===== src/rtl/reco_uart_tx.sv =====
// Frame-driven UART reporter: emits "D<digit>:<4 hex>\r\n" as 8N1 when the recognised
// digit changes or every FRAME_DIV frames; at most one further packet waits while busy.
module reco_uart_tx #(
  parameter int CLK_FREQ  = 9_000_000,
  parameter int BAUD      = 115200,
  parameter int FRAME_DIV = 30
) (
  input  logic        TFT_VCLK,
  input  logic        rst_n,
  input  logic        TFT_VS_rise,
  input  logic [3:0]  reco_digital,
  input  logic [15:0] send_str,
  output logic        uart_txd,
  output logic        busy,
  output logic        pkt_done
);

  localparam int BAUD_DIV = CLK_FREQ / BAUD;
  localparam int BW       = (BAUD_DIV > 1) ? $clog2(BAUD_DIV) : 1;
  localparam logic [BW-1:0] BAUD_LAST  = BW'(BAUD_DIV - 1);
  localparam logic [7:0]    FRAME_LAST = 8'(FRAME_DIV - 1);
  localparam logic [3:0]    LAST_BYTE  = 4'd8;

  typedef enum logic [1:0] {
    S_IDLE,
    S_START,
    S_DATA,
    S_STOP
  } state_t;

  state_t          r_state;
  logic [BW-1:0]   r_baud_cnt;
  logic [2:0]      r_bit_idx;
  logic [3:0]      r_byte_idx;
  logic [7:0]      r_frame_cnt;
  logic            r_pending;
  logic [3:0]      r_last_digit;
  logic [3:0]      r_snap_digit;
  logic [15:0]     r_snap_str;
  logic            r_txd;
  logic            r_busy;
  logic            r_pkt_done;

  logic            w_frame_wrap;
  logic            w_trigger;
  logic            w_baud_end;
  logic [7:0]      w_tx_byte;

  function automatic logic [7:0] hex_char(input logic [3:0] nib);
    return (nib < 4'd10) ? (8'h30 + {4'h0, nib}) : (8'h37 + {4'h0, nib});
  endfunction

  assign w_frame_wrap = (r_frame_cnt == FRAME_LAST);
  assign w_trigger    = TFT_VS_rise && (w_frame_wrap || (reco_digital != r_last_digit));
  assign w_baud_end   = (r_baud_cnt == BAUD_LAST);

  // Packet bytes are built from the snapshot only, so live inputs cannot leak in mid-packet.
  always_comb begin
    // NOTE: assign a default before the case so no path leaves w_tx_byte unassigned (no latch).
    w_tx_byte = 8'h0A;
    case (r_byte_idx)
      4'd0:    w_tx_byte = 8'h44;
      4'd1:    w_tx_byte = hex_char(r_snap_digit);
      4'd2:    w_tx_byte = 8'h3A;
      4'd3:    w_tx_byte = hex_char(r_snap_str[15:12]);
      4'd4:    w_tx_byte = hex_char(r_snap_str[11:8]);
      4'd5:    w_tx_byte = hex_char(r_snap_str[7:4]);
      4'd6:    w_tx_byte = hex_char(r_snap_str[3:0]);
      4'd7:    w_tx_byte = 8'h0D;
      default: w_tx_byte = 8'h0A;
    endcase
  end

  // Frame counter runs independently of the transmitter.
  always_ff @(posedge TFT_VCLK or negedge rst_n) begin
    if (!rst_n) begin
      r_frame_cnt <= 8'd0;
    end else if (TFT_VS_rise) begin
      // NOTE: sequential state uses non-blocking assignments so every register sees pre-edge values.
      r_frame_cnt <= w_frame_wrap ? 8'd0 : r_frame_cnt + 8'd1;
    end
  end

  always_ff @(posedge TFT_VCLK or negedge rst_n) begin
    if (!rst_n) begin
      // NOTE: snapshot and history registers are reset too, so an aborted packet leaves no trace.
      r_state      <= S_IDLE;
      r_baud_cnt   <= '0;
      r_bit_idx    <= 3'd0;
      r_byte_idx   <= 4'd0;
      r_pending    <= 1'b0;
      r_last_digit <= 4'd0;
      r_snap_digit <= 4'd0;
      r_snap_str   <= 16'd0;
      r_txd        <= 1'b1;
      r_busy       <= 1'b0;
      r_pkt_done   <= 1'b0;
    end else begin
      r_pkt_done <= 1'b0;

      if (r_state != S_IDLE) begin
        r_baud_cnt <= w_baud_end ? '0 : r_baud_cnt + BW'(1);
        if (w_trigger) r_pending <= 1'b1;
      end

      case (r_state)
        S_IDLE: begin
          if (w_trigger || r_pending) begin
            r_snap_digit <= reco_digital;
            r_snap_str   <= send_str;
            r_last_digit <= reco_digital;
            r_pending    <= 1'b0;
            r_baud_cnt   <= '0;
            r_bit_idx    <= 3'd0;
            r_byte_idx   <= 4'd0;
            r_txd        <= 1'b0;
            r_busy       <= 1'b1;
            r_state      <= S_START;
          end
        end

        S_START: begin
          if (w_baud_end) begin
            r_bit_idx <= 3'd0;
            r_txd     <= w_tx_byte[0];
            r_state   <= S_DATA;
          end
        end

        S_DATA: begin
          if (w_baud_end) begin
            if (r_bit_idx == 3'd7) begin
              r_txd   <= 1'b1;
              r_state <= S_STOP;
            end else begin
              r_bit_idx <= r_bit_idx + 3'd1;
              r_txd     <= w_tx_byte[r_bit_idx + 3'd1];
            end
          end
        end

        S_STOP: begin
          if (w_baud_end) begin
            if (r_byte_idx == LAST_BYTE) begin
              // Line stays high here; a trigger or pending request restarts from IDLE.
              r_busy     <= 1'b0;
              r_pkt_done <= 1'b1;
              r_state    <= S_IDLE;
            end else begin
              r_byte_idx <= r_byte_idx + 4'd1;
              r_txd      <= 1'b0;
              r_state    <= S_START;
            end
          end
        end

        default: r_state <= S_IDLE;
      endcase
    end
  end

  assign uart_txd = r_txd;
  assign busy     = r_busy;
  assign pkt_done = r_pkt_done;

endmodule


===== config.mk =====
export PLATFORM = sky130hd
export DESIGN_NAME = reco_uart_tx
export DESIGN_NICKNAME = d
export VERILOG_FILES = /design/src/rtl/reco_uart_tx.sv
export SDC_FILE = /design/constraint.sdc
export NUM_CORES = 1
export LEC_CHECK = 0
export CAP_MARGIN = 20
export CORE_ASPECT_RATIO = 0.7
export CORE_MARGIN = 5
export CORE_UTILIZATION = 45
export DETAILED_ROUTE_END_ITERATION = 10
export PLACE_DENSITY = 0.67
export SYNTH_ARGS = -nofsm -noshare
export SYNTH_HDL_FRONTEND = slang
export SYNTH_SLANG_ARGS = --single-unit

===== constraint.sdc =====
create_clock -name TFT_VCLK -period 2.2 [get_ports TFT_VCLK]
set_clock_uncertainty 0.05 [all_clocks]
set_input_delay 0.66 -clock TFT_VCLK [delete_from_list [all_inputs] [get_ports TFT_VCLK]]
set_output_delay 0.66 -clock TFT_VCLK [all_outputs]
set_load 0.005 [all_outputs]

; ---- Word level (Yosys, flattened, before mapping)
; Cells that the tools add are included.
[classes]
div = 0
shift = 0
bitwise_logic = 0
n_lt_le_gt_ge = 6
n_mux = 47
eq_ne = 23
addsub = 14
multipliers = 0
n_reduce_logical = 14
[op_table]
columns = cell, count
row1 = $add A6 B4 Y7 const A, 10
row2 = $mux W7, 9
row3 = $pmux W7 S8, 1
row4 = $lt A4 B4 Y1 const B, 5
row5 = $mux W1, 18
row6 = $eq A4 B3 Y1 const B, 4
row7 = $ne A2 B2 Y1 const B, 8
row8 = $reduce_and A5 Y1, 3
row9 = $mux W3, 4
row10 = $mux W4, 3
row11 = $mux W2, 5
row12 = $pmux W3 S3, 1
row13 = $add A8 B1 Y8 const B, 1
row14 = $eq A4 B2 Y1 const B, 2
row15 = $eq A8 B5 Y1 const B, 1
row16 = $mux W8, 1
row17 = $pmux W2 S4, 1
row18 = $pmux W4 S2, 1
row19 = $reduce_and A4 Y1, 2
row20 = $add A7 B1 Y7 const B, 1
row21 = $eq A7 B7 Y1 const B, 1
row22 = $add A4 B1 Y4 const B, 1
row23 = $eq A2 B2 Y1 const B, 2
row24 = $eq A4 B1 Y1 const B, 1
row25 = 16 further kinds, 18
[word_totals]
out_inout_bits = 3
inputBits = 23
romBits = 0
n_memories = 0
ramBits = 0
ff_bits = 48
latch_bits = 0
wordCells = 115

; ---- Depth between registers and ports, before layout
[depth]
depth_word = 8
mapped_depth = 10

; ---- Worst setup path before layout
; No wires, ideal clock.
[synth_path]
path_type = register -> register
from = register r_bit_idx[0]
to = register r_txd, in the netlist uart_txd
t_arrival_ps = 2023
stages_incl_launch_ff = 9
required_time_ps = 2067
path_slack_ps = 44
synth_period_minus_slack_ps = 2156
path_cell_list = dfrtp_1 > ha_1 > ha_1 > nor3_1 > o311ai_0 > a2111oi_0 > o32ai_1 > a221oi_2 > o2bb2ai_1
[synth_between]
elab_chain_cells = 6
[synth_lines]
columns = element, line
row1 = start: declaration, 33  ; logic [2:0] r_bit_idx;
row2 = start signal: assignment, 136  ; r_bit_idx <= r_bit_idx + 3'd1;
row3 = $add A3 B1 Y3, 137  ; r_txd <= w_tx_byte[r_bit_idx + 3'd1];
row4 = $bmux W1 S3, 137
row5 = $mux W1 (implied by the code), 137
row6 = $mux W1 (*), 132  ; if (r_bit_idx == 3'd7) begin
row7 = $mux W1 (*), 131  ; if (w_baud_end) begin
row8 = $pmux W1 S4 (*), 106  ; case (r_state)
row9 = end signal: assignment, 125  ; r_txd <= w_tx_byte[0];
row10 = end signal: assignment, 137
row11 = end: declaration, 40  ; logic r_txd;
; Mark *: on every way between the ends. The rest lies on a longest branch, timed or not. The select of a mux whose other input is x is not followed.
; A chain may end at the register's enable or synchronous reset.

; ---- Worst setup path in the final report
[layout_path]
from = register r_byte_idx[0]
to = register r_txd, in the netlist uart_txd
[layout_between]
elab_chain_cells = 7
[layout_lines]
columns = element, line
row1 = start: declaration, 34  ; logic [3:0] r_byte_idx;
row2 = start signal: assignment, 150  ; r_byte_idx <= r_byte_idx + 4'd1;
row3 = "$eq A4 B3 Y1, or another cell as far along", 61  ; case (r_byte_idx)
row4 = $pmux W7 S8, 61
row5 = $bmux W1 S3, 137
row6 = $mux W1 (implied by the code), 137
row7 = $mux W1, 132
row8 = $mux W1, 131
row9 = $pmux W1 S4, 106
; Several ways; a longest one is shown, not always the timed one. The select of a mux whose other input is x is not followed.

==> results.toml <==
[run_status]
status = "finished with violations"
violations = "negative setup slack"

[power]
p_int_mw = 1.37
fin_total_pwr_mw = 1.86
power_frac_clock = 0.309
powerDensity_nw_per_um2 = 439
p_sw_frac = 0.264
peakVddDrop_mv = 0.454
p_leak_nw = 1.74
power.share.sequential = 0.528
p_sw_mw = 0.490
power.share.combinational = 0.163

[sta]
max_slew_margin = 0.622
fin_tns_setup_ps = -52.6
fin_hold_ws_ps = 256
min_period_ps = 2250
fin_ws_ps = -52.6
finalCritPeriodShare = 1.02
finalMaxSlewViolations = 0
fmax_ghz = 0.444
worst_slew_pin_slew_ps = 565
rsz0062_at_grt = "true"
setup_viol = 1
finalHoldViolCount = 0

[global_route]
antenna_found_initial = 0
grt_pass1_wl_um = 14000
grt.total_usage = 0.195
grt_pass1_vias = 2779
grt_overflow_total = 0
grt_max_degree = 49

[place]
port_buffers = 25
placed_area_um2 = 3850
post-place-ws_ps = -513
place_inst = 496
place_hpwl_um = 5740
place.gp.congestion = 0.981

[layout]
final_layout_size_suffix_gt1_frac = 0.289
antenna-diode-count = 0
fill_cells = 588
num-nets-final = 460
postLayoutCoreUtil = 0.615
fin_cells = 513
final_area_um2 = 4230
area.growth.synth_to_final_pct = 30.4

[setup_path]
reg2reg_slack_ps = -50
arrival_ps = 2450
crit_type = "register to register"
path_max_fanout = 4
required_ps = 2400
critPathLaunchType = "register"
cp-end-kind = "register"

[drt]
wl_per_cell_um = 16.3
totalWireLength_um = 8380
ant_nets = 0
post_drt_via_cell_ratio = 5.62
drc = 0
drt_iter0_markers = 206
dr.pass1.iters = 4
vias = 2882

[clocking]
clk_latency_ps = 320
ctsHtreeMaxLevel = 2
cts_sinks = 48
cts_root_buf = "clkbuf_8"
cts_buffer_depth = 2
hold_buffers = 0
cts_buffers = 5
cts_tree = "done"
clkTransAtPathRegs_ps = 90

[synthesis]
synth_nets = 388
yosysWarnings = 0
synth_edf_count = 0
ys_ff_latch = 48
postSynthAreaPerCell_um2 = 9.37
syn_inst = 346
synth_area_um2 = 3240
ys.flop_type = "dfrtp_1"
yosys.cell_types.count = 63
yosysSeqAreaShare = 0.371
synthArstFlopShare = 1.00

[floorplanning]
core.rowCount = 25
coreArea_um2 = 6880
die_h_um = 81.0
io_pins = 26
start_util = 0.471
dieWidth_um = 111
die_area_um2 = 9030

[hold_path]
hold_path.class = "primary input to asynchronous set/reset pin"

[flow_run]
cap_violations = 0
layer usage:
layer,track usage,share of wire
met1,0.285,0.51
met2,0.290,0.42
met3,0.0395,0.052
met4,0.0595,0.016
met5,0,0
flip-flops by register name (all words and copies together), names as in the netlist:
name          cells
r_snap_str       16
r_state           2
r_bit_idx         3
r_frame_cnt       8
r_baud_cnt        7
r_pending         1
pkt_done          1
r_snap_digit      4
uart_txd          1
r_byte_idx        4
busy              1
kinds of logic after synthesis:
logic type                 count (synthesis)  synth area share
AOI/OAI and AO/OA                         85             0.171
xor gates and xnor gates                  16            0.0432
adders and majority gates                 19            0.0733
buffers and inverters                     37            0.0563
DFF                                       48             0.371
muxes                                     24            0.0826
and+or+nand+nor                          117             0.203
cell type report:
class	instances	area, um^2	share of cell area
Multi-Input combinational cell	264	2090	0.495
Sequential cell	48	1200	0.285
Timing Repair Buffer	74	628	0.149
Tap cell	94	118	0.0278
Inverter	25	93.8	0.0222
Clock buffer	7	86.3	0.0204
Clock inverter	1	7.51	0.00178
power groups by stage:
stage	Sequential [mW]	Combinational, mW	Clock (mW)
3_3_place_gp	0.993	0.288	0
3_5_place_dp	0.994	0.295	0
6_report	0.982	0.303	0.574
2_1_floorplan	0.998	0.124	0
5_1_grt	0.987	0.349	0.622
4_1_cts	0.978	0.296	0.582
cell usage after synthesis (4+ instances only):
| cell type | n | area (um^2) |
|---|---|---|
| o22ai_1 | 6 | 37.5 |
| nor2_1 | 23 | 86.3 |
| ha_1 | 19 | 238 |
| o21ai_0 | 29 | 145 |
| nor3_1 | 4 | 20.0 |
| a21oi_1 | 20 | 100 |
| and4b_1 | 5 | 50.1 |
| nand3_1 | 19 | 95.1 |
| xor2_1 | 4 | 35.0 |
| nand2_1 | 23 | 86.3 |
| mux2_2 | 22 | 248 |
| nand4_1 | 5 | 31.3 |
| nand2b_1 | 4 | 25.0 |
| nor2b_1 | 9 | 56.3 |
| dfrtp_1 | 47 | 1180 |
| clkbuf_1 | 6 | 22.5 |
| xnor2_1 | 12 | 105 |
| inv_1 | 25 | 93.8 |
layout by cell type, fill, tap and decap left out, types with 6 or more instances in the layout:
cell type        synthesis  layout
nor2b_1                  9       9
inv_1                   25      23
o21ai_0                 29      28
clkdlybuf4s50_1          0      20
dfrtp_1                 47      46
mux2_2                  22      16
a21oi_1                 20      19
nand2_1                 23      23
xnor2_1                 12      12
buf_4                    0      46
clkbuf_8                 2       6
nor2_1                  23      22
nand3_1                 19      18
ha_1                    19      15
mux2_4                   0       6
path summary, 6_finish.rpt:
path	start	endpoint	cells past startpoint
max	r_byte_idx[0]	uart_txd	9
min	rst_n	r_frame_cnt[0]	2
max reg2reg	r_byte_idx[0]	uart_txd	9
min reg2reg	uart_txd	uart_txd	1
max in group asynchronous	rst_n	uart_txd	2
min in group TFT_VCLK	uart_txd	uart_txd	1
timing repair:
item	in CTS	in global routing
endpoints found under the setup margin	32	10
pin swaps	13	4
gates cloned	3	0
setup buffers	6	0
gates resized for setup	41	10
hold endpoints to repair	0	0
worst max-delay path, stage by stage, from the launching register on:
cell	delay, ps
dfrtp_1	430
inv_2	80
ha_2	210
buf_4	140
and3b_2	230
a21o_1	190
a2111oi_4	350
o32ai_2	130
a221oi_2	290
o2bb2ai_1	90
Power figures use the tool's default switching activity.
